File: config.mk
export PLATFORM = sky130hd
export DESIGN_NAME = led_multi_timer
export DESIGN_NICKNAME = d
export VERILOG_FILES = /design/src/rtl/led_timer_pkg.sv /design/src/rtl/led_timer_channel.sv /design/src/rtl/led_multi_timer.sv
export SDC_FILE = /design/constraint.sdc
export NUM_CORES = 1
export LEC_CHECK = 0
export CAP_MARGIN = 5
export CORE_MARGIN = 10
export CORE_UTILIZATION = 35
export DETAILED_ROUTE_END_ITERATION = 10
export DONT_BUFFER_PORTS = 1
export PLACE_DENSITY_LB_ADDON = 0.1
export SETUP_SLACK_MARGIN = 0.1
export SYNTH_ARGS = -nofsm -noshare
export SYNTH_HDL_FRONTEND = slang
export SYNTH_SLANG_ARGS = --single-unit
export TNS_END_PERCENT = 1
File: constraint.sdc
create_clock -name clk -period 3.4 [get_ports clk]
set_clock_uncertainty 0.1 [all_clocks]
set_input_delay 0.68 -clock clk [delete_from_list [all_inputs] [get_ports clk]]
set_output_delay 0.68 -clock clk [all_outputs]
set_load 0.05 [all_outputs]
File: src/rtl/led_timer_pkg.sv
// led_timer_pkg: shared channel state encoding and mode constants for led_multi_timer.
package led_timer_pkg;

    typedef enum logic [1:0] {
        ST_IDLE = 2'd0,
        ST_RUN  = 2'd1,
        ST_DONE = 2'd2
    } state_t;

    localparam logic MODE_PERIODIC = 1'b0;
    localparam logic MODE_ONESHOT  = 1'b1;

endpackage

File: src/rtl/led_timer_channel.sv
// led_timer_channel: one programmable tick channel with periodic or one-shot mode.
module led_timer_channel
    import led_timer_pkg::*;
#(
    parameter int WIDTH = 32
) (
    input  logic             clk,
    input  logic             reset,
    input  logic             wr,
    input  logic [WIDTH-1:0] limit,
    input  logic             limit_mode,
    input  logic             enable,
    input  logic             strobe,
    output logic             tick,
    output logic             busy
);

    state_t           state_q, state_d;
    logic [WIDTH-1:0] count_q, count_d;
    logic [WIDTH-1:0] limit_q, limit_d;
    logic             mode_q, mode_d;
    logic             tick_q, tick_d;
    logic             busy_q, busy_d;
    logic             go;
    logic             term;

    assign go   = enable && strobe;
    assign term = state_q == ST_RUN && go && count_q == limit_q - WIDTH'(1);

    always_ff @(posedge clk) begin
        if (reset) begin
            state_q <= ST_IDLE;
            count_q <= '0;
            limit_q <= '0;
            mode_q  <= MODE_PERIODIC;
            tick_q  <= 1'b0;
            busy_q  <= 1'b0;
        end else begin
            state_q <= state_d;
            count_q <= count_d;
            limit_q <= limit_d;
            mode_q  <= mode_d;
            tick_q  <= tick_d;
            busy_q  <= busy_d;
        end
    end

    // A write always returns the channel to IDLE, overriding any terminal count.
    always_comb begin
        state_d = wr                                          ? ST_IDLE :
                  (state_q == ST_IDLE && go && limit_q != '0) ? ST_RUN  :
                  (term && mode_q == MODE_ONESHOT)            ? ST_DONE :
                  (state_q == ST_DONE && !enable)             ? ST_IDLE : state_q;
    end

    always_comb begin
        limit_d = wr ? limit : limit_q;
        mode_d  = wr ? limit_mode : mode_q;
        count_d = (wr || term || state_q != ST_RUN) ? '0 :
                  go ? count_q + WIDTH'(1) : count_q;
        tick_d  = !wr && term;
        busy_d  = state_d == ST_RUN;
    end

    assign tick = tick_q;
    assign busy = busy_q;

endmodule

File: src/rtl/led_multi_timer.sv
// led_multi_timer: NCH-channel programmable tick timer; optional shared prescaler
// enabled by defining LED_TIMER_PRESCALE_EN.
module led_multi_timer
    import led_timer_pkg::*;
#(
    parameter int WIDTH = 32,
    parameter int NCH = 4,
`ifdef LED_TIMER_PRESCALE_EN
    parameter int PRESC_W = 8,
`endif
    localparam int SELW = (NCH > 1) ? $clog2(NCH) : 1
) (
    input  logic             clk,
    input  logic             reset,
    input  logic [WIDTH-1:0] limit,
    input  logic             limit_mode,
    input  logic             limit_we,
    input  logic [SELW-1:0]  limit_sel,
    input  logic [NCH-1:0]   enable,
`ifdef LED_TIMER_PRESCALE_EN
    input  logic [PRESC_W-1:0] prescale,
`endif
    output logic [NCH-1:0]   tick,
    output logic [NCH-1:0]   busy
);

    logic strobe;

`ifdef LED_TIMER_PRESCALE_EN
    logic [PRESC_W-1:0] pre_q, pre_d;

    // Comparing with >= lets a lowered prescale take effect at once instead of wrapping.
    always_comb begin
        strobe = pre_q >= prescale;
        pre_d  = strobe ? '0 : pre_q + PRESC_W'(1);
    end

    always_ff @(posedge clk) begin
        if (reset) pre_q <= '0;
        else       pre_q <= pre_d;
    end
`else
    assign strobe = 1'b1;
`endif

    for (genvar i = 0; i < NCH; i++) begin : g_ch
        led_timer_channel #(.WIDTH(WIDTH)) u_ch (
            .clk        (clk),
            .reset      (reset),
            .wr         (limit_we && limit_sel == SELW'(i)),
            .limit      (limit),
            .limit_mode (limit_mode),
            .enable     (enable[i]),
            .strobe     (strobe),
            .tick       (tick[i]),
            .busy       (busy[i])
        );
    end

endmodule

Word-level counts from Yosys, hierarchy flattened
Index checks and enable logic that the tools add are counted.
{ "classes": {"add_sub_neg": 8, "mul": 0, "div": 0, "magnitude_cmp": 0, "eq_ne": 23, "n_shift": 0, "n_mux": 16, "bitwise": 0, "n_reduce_logical": 61} }
{ "ops": {"columns": ["op", "n"], "rows": [
  ["adder 32 x 1 -> 32 bit (second input constant)", 4],
  ["equality test 32 bit", 4],
  ["nonzero test 32 bit", 4],
  ["subtractor 32 x 1 -> 32 bit (second input constant)", 4],
  ["logical AND 1 bit", 32],
  ["2-to-1 mux 2 bit", 16],
  ["equality test 2 x 1 -> 1 bit (second input constant)", 9],
  ["equality test 2 bit (second input constant)", 6],
  ["zero test 2 bit", 5],
  ["zero test 1 bit", 8],
  ["logical OR 1 bit", 8],
  ["!= test 2 x 1 -> 1 bit (second input constant)", 4],
  ["OR reduction 2 bit", 4]
]} }
{ "totals": {"ff_bits": 276, "latch_bits": 0, "ramBits": 0, "rom_bits": 0, "inputBits": 42, "output_inout_bits": 8, "wordCells": 132, "memories": 0} }

Logic depth before layout (Yosys ltp)
Gate-level depths: netlist (run 1).
{ "logic_depth": {"depth_word": 8, "ltp_mapped": 12, "ltp_nobuf": 10} }

Hierarchy
From an unflattened synthesis (run 1), not the netlist that was laid out.
{ "hier_totals": {"cells_unflattened": 1869, "area_unflattened_um2": 16111.7} }
{ "modules_own_cells": {"columns": ["mod", "instances", "cells_each", "area_per_inst_um2", "seq_area_each_um2"], "rows": [
  ["led_timer_channel", 4, 466, 4017.6, 1381.3],
  ["led_multi_timer", 1, 5, 41.3, 0.0]
]} }

Worst setup path before layout (run 1)
No wires, ideal clock.
{ "synth_timing": {"kind": "register to register", "from": "reg g_ch[1].u_ch.limit_q[0]", "to": "reg g_ch[1].u_ch.count_q[12]", "setup_time_ns": 0.130, "arrival_ns": 2.833, "t_required_ns": 3.170, "setup_slack_ns": 0.337, "stages_incl_launch_ff": 11, "n_path_buf": 1, "period_less_slack_ns": 3.063, "path_cell_list": "dfxtp_1 > inv_1 > ha_1 > nor2b_1 > nand4b_2 > or4_1 > a2111oi_2 > nand3_1 > nor4_4 > buf_4 > nor3_1"} }
{ "synth_between": {"elab_chain_cells": 6} }
{ "synth_rtl": {"columns": ["element", "line_no", "rtl"], "rows": [
  ["start: declaration", "led_timer_channel.sv:20", "logic [WIDTH-1:0] limit_q, limit_d;"],
  ["start signal: assignment", "led_timer_channel.sv:41", "limit_q <= limit_d;"],
  ["subtractor 32 x 1 -> 32 bit", "led_timer_channel.sv:28", "assign term = state_q == ST_RUN && go && count_q == limit_q - WIDTH'(1);"],
  ["equality test 32 bit", "led_timer_channel.sv:28", null],
  ["logical AND 1 bit", "led_timer_channel.sv:28", null],
  ["logical OR 1 bit (2 in a row)", "led_timer_channel.sv:59", "count_d = (wr || term || state_q != ST_RUN) ? '0 :"],
  ["OR reduction 2 bit (no source line)", null, null],
  ["end signal: assignment", "led_timer_channel.sv:40", "count_q <= count_d;"],
  ["end: declaration", "led_timer_channel.sv:19", "logic [WIDTH-1:0] count_q, count_d;"]
]} }
No other way between the ends.
A chain may end at the register's enable or synchronous reset.

Worst setup path in the final report (run 1)
{ "layout_timing": {"from": "reg g_ch[3].u_ch.limit_q[2]", "to": "reg g_ch[3].u_ch.count_q[9]"} }
{ "layout_between": {"elab_chain_cells": 6} }
{ "layout_rtl": {"columns": ["element", "line_no"], "rows": [
  ["start: declaration", "led_timer_channel.sv:20"],
  ["start signal: assignment", "led_timer_channel.sv:41"],
  ["subtractor 32 x 1 -> 32 bit", "led_timer_channel.sv:28"],
  ["equality test 32 bit", "led_timer_channel.sv:28"],
  ["logical AND 1 bit", "led_timer_channel.sv:28"],
  ["logical OR 1 bit (2 in a row)", "led_timer_channel.sv:59"],
  ["OR reduction 2 bit (no source line)", null],
  ["end signal: assignment", "led_timer_channel.sv:40"],
  ["end: declaration", "led_timer_channel.sv:19"]
]} }
No other way between the ends.

==> results of run 1 <==
-- cell type report --
| type | instances | share of cell area |
|---|---|---|
| clock inverters | 8 | 0.00802 |
| multi-input cells | 1585 | 0.541 |
| repair buffers | 71 | 0.0338 |
| well taps | 592 | 0.0416 |
| flip-flops and latches | 276 | 0.311 |
| inverters | 24 | 0.00506 |
| clock buffers | 53 | 0.0594 |
-- kinds of logic (layout without fill, tap and decap cells) --
logic type	after synthesis	count (layout)	synth area share
adder cells (fa/ha/maj)	12	12	0.00959
buffers and inverters	139	156	0.0397
AO/OA/AOI/OAI	259	259	0.0992
AND/OR/NAND/NOR	1013	1013	0.328
multiplexers	18	18	0.0119
XOR/XNOR	283	283	0.159
flip-flops	276	276	0.353
-- critical path: stages (launching register included) --
cell       delay (ns)
dfxtp_1          0.38
or4_1            0.55
or4_4            0.59
nor4_1           0.27
or3_1            0.18
nor3b_1          0.21
nand4_1          0.22
nor2_4           0.22
clkbuf_16        0.20
nor3_1           0.06
-- layout by cell type (no fill, tap or decap), types with 22 or more instances in the layout --
cell,netlist,routed
nor4_1,49,48
inv_1,24,22
xor2_1,136,136
nand2_1,358,356
nand4_1,46,46
clkbuf_16,0,38
nor2_1,130,128
dfxtp_1,276,275
and3_1,37,37
o21ai_0,23,23
nand3_1,74,73
nor3_1,156,155
buf_4,20,66
a21oi_1,154,154
xnor2_1,146,146
-- metal layers --
metal  up-vias  track usage  wire [microns]
li1       7009            -               -
met1      6393        0.236           22900
met2       237        0.268           21200
met3        67       0.0263            2000
met4         0       0.0613            1320
met5         -            0               0
-- path summary, 6_finish.rpt --
check / depth (start not counted) / end / start
min reg2reg: 2 / g_ch[3].u_ch.limit_q[0] / g_ch[3].u_ch.limit_q[0]
max: 9 / g_ch[3].u_ch.count_q[9] / g_ch[3].u_ch.limit_q[2]
max reg2reg: 9 / g_ch[3].u_ch.count_q[9] / g_ch[3].u_ch.limit_q[2]
min: 1 / g_ch[0].u_ch.limit_q[0] / reset
-- state kept, by name (all words and copies together), names as in the netlist --
signal,cells
g_ch.u_ch.busy,4
g_ch.u_ch.mode_q,4
g_ch.u_ch.count_q,128
g_ch.u_ch.state_q,8
g_ch.u_ch.tick,4
g_ch.u_ch.limit_q,128
-- power by group through the flow --
stage	combinational, W	sequential, W	clock [W]
4_1_cts	0.00114	0.00341	0.00400
2_1_floorplan	0.000902	0.00343	0
5_1_grt	0.00129	0.00342	0.00410
3_3_place_gp	0.00112	0.00348	0
3_5_place_dp	0.00113	0.00348	0
6_report	0.00117	0.00342	0.00388
-- repair_timing --
action,4_1_cts,5_1_grt
setup endpoints to repair,2,134
pin swaps,1,6
gates resized for setup,0,24
cloned,0,1
-- metrics by stage --
stage	setup slack, ns	total power [W]	cell area (sq um)	hold WS [ns]	utilization
after CTS	0.113	0.00855	17700	0.115	0.399
after global routing	0.0668	0.00882	17800	0.109	0.402
final	0.238	0.00847	17800	0.138	0.402
after detailed placement	0.115	0.00461	16500	0.373	0.372
after floorplan	0.337	0.00433	15700	0.332	-
after global placement	0.183	0.00461	16500	0.373	0.372
==> qor.csv, run 1 <==
metric;value;unit
cts_tree;yes;
synthToLayoutAreaGrowth;13.6;%
min_path_type;input port to flip-flop;
status;completed;
total_leakage_power;6.22;nW
path_max_fanout;16;
grt_pass1_wl;73.5;mm
grt_antenna_before_repair;0;
grt_pass1_vias;12700;
drc_errors;0;
pwr-share-clk;0.458;
cp_data_arrival_time;3.44;ns
wl_per_cell;18.2;microns
synth_warnings;0;
max_slew_margin;0.297;
clock.fmax;0.316;GHz
portBuffers;0;
rrSetupSlack;0.24;ns
die_h;232;microns
power_frac_comb;0.138;
netlist.area_leader.share;0.353;
drt_iter0_markers;1055;
wl;47.4;mm
netlist_top_cells_count;nand2_1 (358), dfxtp_1 (276), nor3_1 (156);
crit_required;3.68;ns
rows;77;
core_area;44200;sq um
p_seq_frac;0.403;
clock_latency;0.54;ns
syn_inst;2000;
viasPerCell;5.25;
numClockSinks;276;
drv_cap;0;
async_flop_share;0;
clockBufferDepth;3;
ioPinCount;50;
rsz0062_at_grt;false;
grt_max_degree;141;
period_minus_slack;3.16;ns
hold_buffers;0;
grtUsageTotal;0.172;
yosys.cell_types.count;80;
globalplace.congestion;0.875;
path_class;flip-flop to flip-flop;
power_density;476;nW/um^2
start_kind;flip-flop;
syn_area;15700;sq um
post-synth-top-count-cell;nand2_1;
root_buffer;clkbuf_16;
final_cell_count_no_fill;2609;
ant_nets;0;
synth_edf_count;0;
cts-buffers-inserted;35;
finalMaxSlewViolations;0;
switching_share;0.261;
multi_input_area;9630;sq um
cts.clk_slew.worst_paths;0.06;ns
cp-end-kind;flip-flop;
setup_violations;0;
period_share;0.930;
fill_cells;4528;
ir_drop;0.000259;V
synth_top_flop_cell;dfxtp_1;
drive_above_1_share;0.0927;
htree_levels;2;
grt_overflow_total;0;
first_pass_iters;5;
nets;2047;
post-cts-setup-buffer-count;0;
ys_seq_area_frac;0.353;
p_sw;0.00221;W
ys_ff_latch;276;
dieWidth;232;microns
synthTopCellsByArea;dfxtp_1 (35%), nand2_1 (8.6%), xnor2_1 (8.2%);
seqCellArea;5530;sq um
vias;13700;
yosys.area.top_type;dfxtp_1;
syn-mean-instance-area;7.83;sq um
antenna_cells;0;
final.setup.tns;0;ns
placed_cells;2547;
start_util;0.354;
syn-num-nets;2054;
internal_power;0.00626;W
hpwlAfterDp;34.4;mm
hold_viol;0;
die_area;53600;sq um
worst_pin_slew;1.05;ns
Power figures use the tool's default switching activity.
==> run 2, diff against run 1 <==
- clock period: 3.4 -> 3.88 ns (I/O delays scaled with it)
==> qor.csv, run 2 (same netlist as run 1, synthesis figures left out) <==
metric;value;unit;change
crit_path_start;g_ch[2].u_ch.limit_q[0];;
first_pass_iters;5;;unchanged
internal_power;0.00526;W;-16%
final.setup.tns;0;ns;unchanged
drive_above_1_share;0.0611;;-0.0316
min_from;reset;;
wl;46.6;mm;-1.7%
start_util;0.354;;unchanged
min_path_type;input port to flip-flop;;
grt_pass1_vias;12600;;-0.54%
hold_buffers;0;;unchanged
drv_cap;0;;unchanged
clock.fmax;0.287;GHz;-9.3%
ir_drop;0.000220;V;-15%
path_max_fanout;32;;+16
grt_max_degree;141;;unchanged
die_area;53600;sq um;unchanged
wl_per_cell;18.2;microns;+0.36%
period_minus_slack;3.49;ns;+0.324 ns
numClockSinks;276;;unchanged
post_cts_resized;0;;unchanged
dpl_worst_slack;0.434;ns;+0.319 ns
rows;77;;unchanged
grt_antenna_before_repair;0;;unchanged
layout_common_cells;nand2_1 (358), dfxtp_1 (276), nor3_1 (156);;
largestRegisters;g_ch.u_ch.count_q: 128 flops, g_ch.u_ch.limit_q: 128 flops, g_ch.u_ch.state_q: 8 flops;;
grt_overflow_total;0;;unchanged
cts_tree;yes;;
path_class;flip-flop to flip-flop;;
cts.clk_slew.worst_paths;0.05;ns;about the same
worst_pin_slew;1.13;ns;+0.0801 ns
cp_data_arrival_time;3.77;ns;+0.33 ns
hpwlAfterDp;33.8;mm;-2.0%
finalMaxSlewViolations;0;;unchanged
final_util;0.388;;-0.0139
p_sw;0.00193;W;-12%
cts-buffers-inserted;35;;unchanged
antenna_cells;0;;unchanged
drc_errors;0;;unchanged
core_area;44200;sq um;unchanged
grtUsageTotal;0.172;;about the same
cp_slowest_stage_delay;0.50;ns;-0.09 ns
switching_share;0.269;;+0.00828
max_slew_margin;0.243;;-0.0536
power_density;419;nW/um^2;-12%
hold_viol;0;;unchanged
pwr-share-clk;0.456;;-0.002
synthToLayoutAreaGrowth;9.69;%;
critical-path-top-delay-family;simple AND/OR/NAND/NOR gates;;
drt_iter0_markers;1060;;+0.47%
mostFrequentLayoutCell;nand2_1;;
viasPerCell;5.26;;about the same
p_seq_frac;0.417;;+0.014
globalplace.congestion;0.870;;-0.55%
vias;13400;;-2.0%
die_h;232;microns;unchanged
start_kind;flip-flop;;
status;completed;;
rsz0062_at_grt;false;;
dieWidth;232;microns;unchanged
htree_levels;2;;unchanged
cpMaxStageDelayCell;or3b_2;;
grt_pass1_wl;73.5;mm;about the same
cp-end-kind;flip-flop;;
total_leakage_power;5.90;nW;-5.0%
root_buffer;clkbuf_16;;
crit_required;4.16;ns;+0.48 ns
ant_nets;0;;unchanged
portBuffers;0;;unchanged
cp_num_buf_inv;2;;+1
power_frac_comb;0.127;;-0.011
ioPinCount;50;;unchanged
crit-reg2reg-launch;g_ch[2].u_ch.limit_q[0];;
setup_slack;0.394;ns;+0.156 ns
post-cts-setup-buffer-count;0;;unchanged
period_share;0.898;;-0.0315
path_cells;inv_1 > ha_1 > or3b_2 > or4_1 > a32oi_1 > a21oi_1 > a2111oi_0 > and4_1 > and2_1 > buf_4 > nor3_1;;
setup_violations;0;;unchanged
clockBufferDepth;3;;unchanged
nets;1996;;-2.5%
clock_latency;0.56;ns;+0.02 ns
-- run 2: power groups by stage --
stage	logic, W	registers, W	clock network, W
floorplan	0.000790	0.00300	0
detailed placement	0.000916	0.00306	0
global placement	0.000913	0.00306	0
global route	0.00102	0.00301	0.00346
finish	0.000916	0.00300	0.00328
CTS	0.000921	0.00300	0.00337
-- run 2: metrics by stage --
stage / hold WS (ns) / total power (W) / cells / cell area (sq um)
finish: 0.242 / 0.00719 / 2556 / 17200
global placement: 0.369 / 0.00397 / 2497 / 16000
CTS: 0.182 / 0.00729 / 2556 / 17200
detailed placement: 0.378 / 0.00398 / 2497 / 16000
global route: 0.225 / 0.00749 / 2556 / 17200
floorplan: 0.332 / 0.00379 / 2000 / 15700
-- run 2: final timing paths --
path                              end  slack (ns)  depth (start not counted)
max          g_ch[2].u_ch.count_q[11]        0.39                         11
min reg2reg       g_ch[0].u_ch.mode_q        0.38                          2
min           g_ch[0].u_ch.state_q[1]        0.24                          1
max reg2reg  g_ch[2].u_ch.count_q[11]        0.39                         11
-- run 2: area by class of cell --
cell class	count	area (sq um)
Tap cell	592	741
Clock inverter	12	154
Clock buffer	47	982
Sequential cell	276	5530
Timing Repair Buffer	20	163
Inverter	24	90.1
Multi-Input combinational cell	1585	9520
Fill cell	4570	27000
-- run 2: routing by layer --
| metal | global-route usage | share of wire | vias up |
|---|---|---|---|
| met5 | 0 | 0 | - |
| met4 | 0.0592 | 0.027 | 0 |
| met3 | 0.0239 | 0.038 | 63 |
| met2 | 0.265 | 0.44 | 205 |
| met1 | 0.240 | 0.49 | 6282 |
| li1 | - | - | 6887 |
-- run 2: worst register-to-register path: cells and delay by family, from the launching register on --
family,cells,cell delay (ns)
AO/OA/AOI/OAI,3,0.70
AND/OR/NAND/NOR,5,1.49
adder cells (fa/ha/maj),1,0.27
flip-flops,1,0.35
buffers and inverters,2,0.42
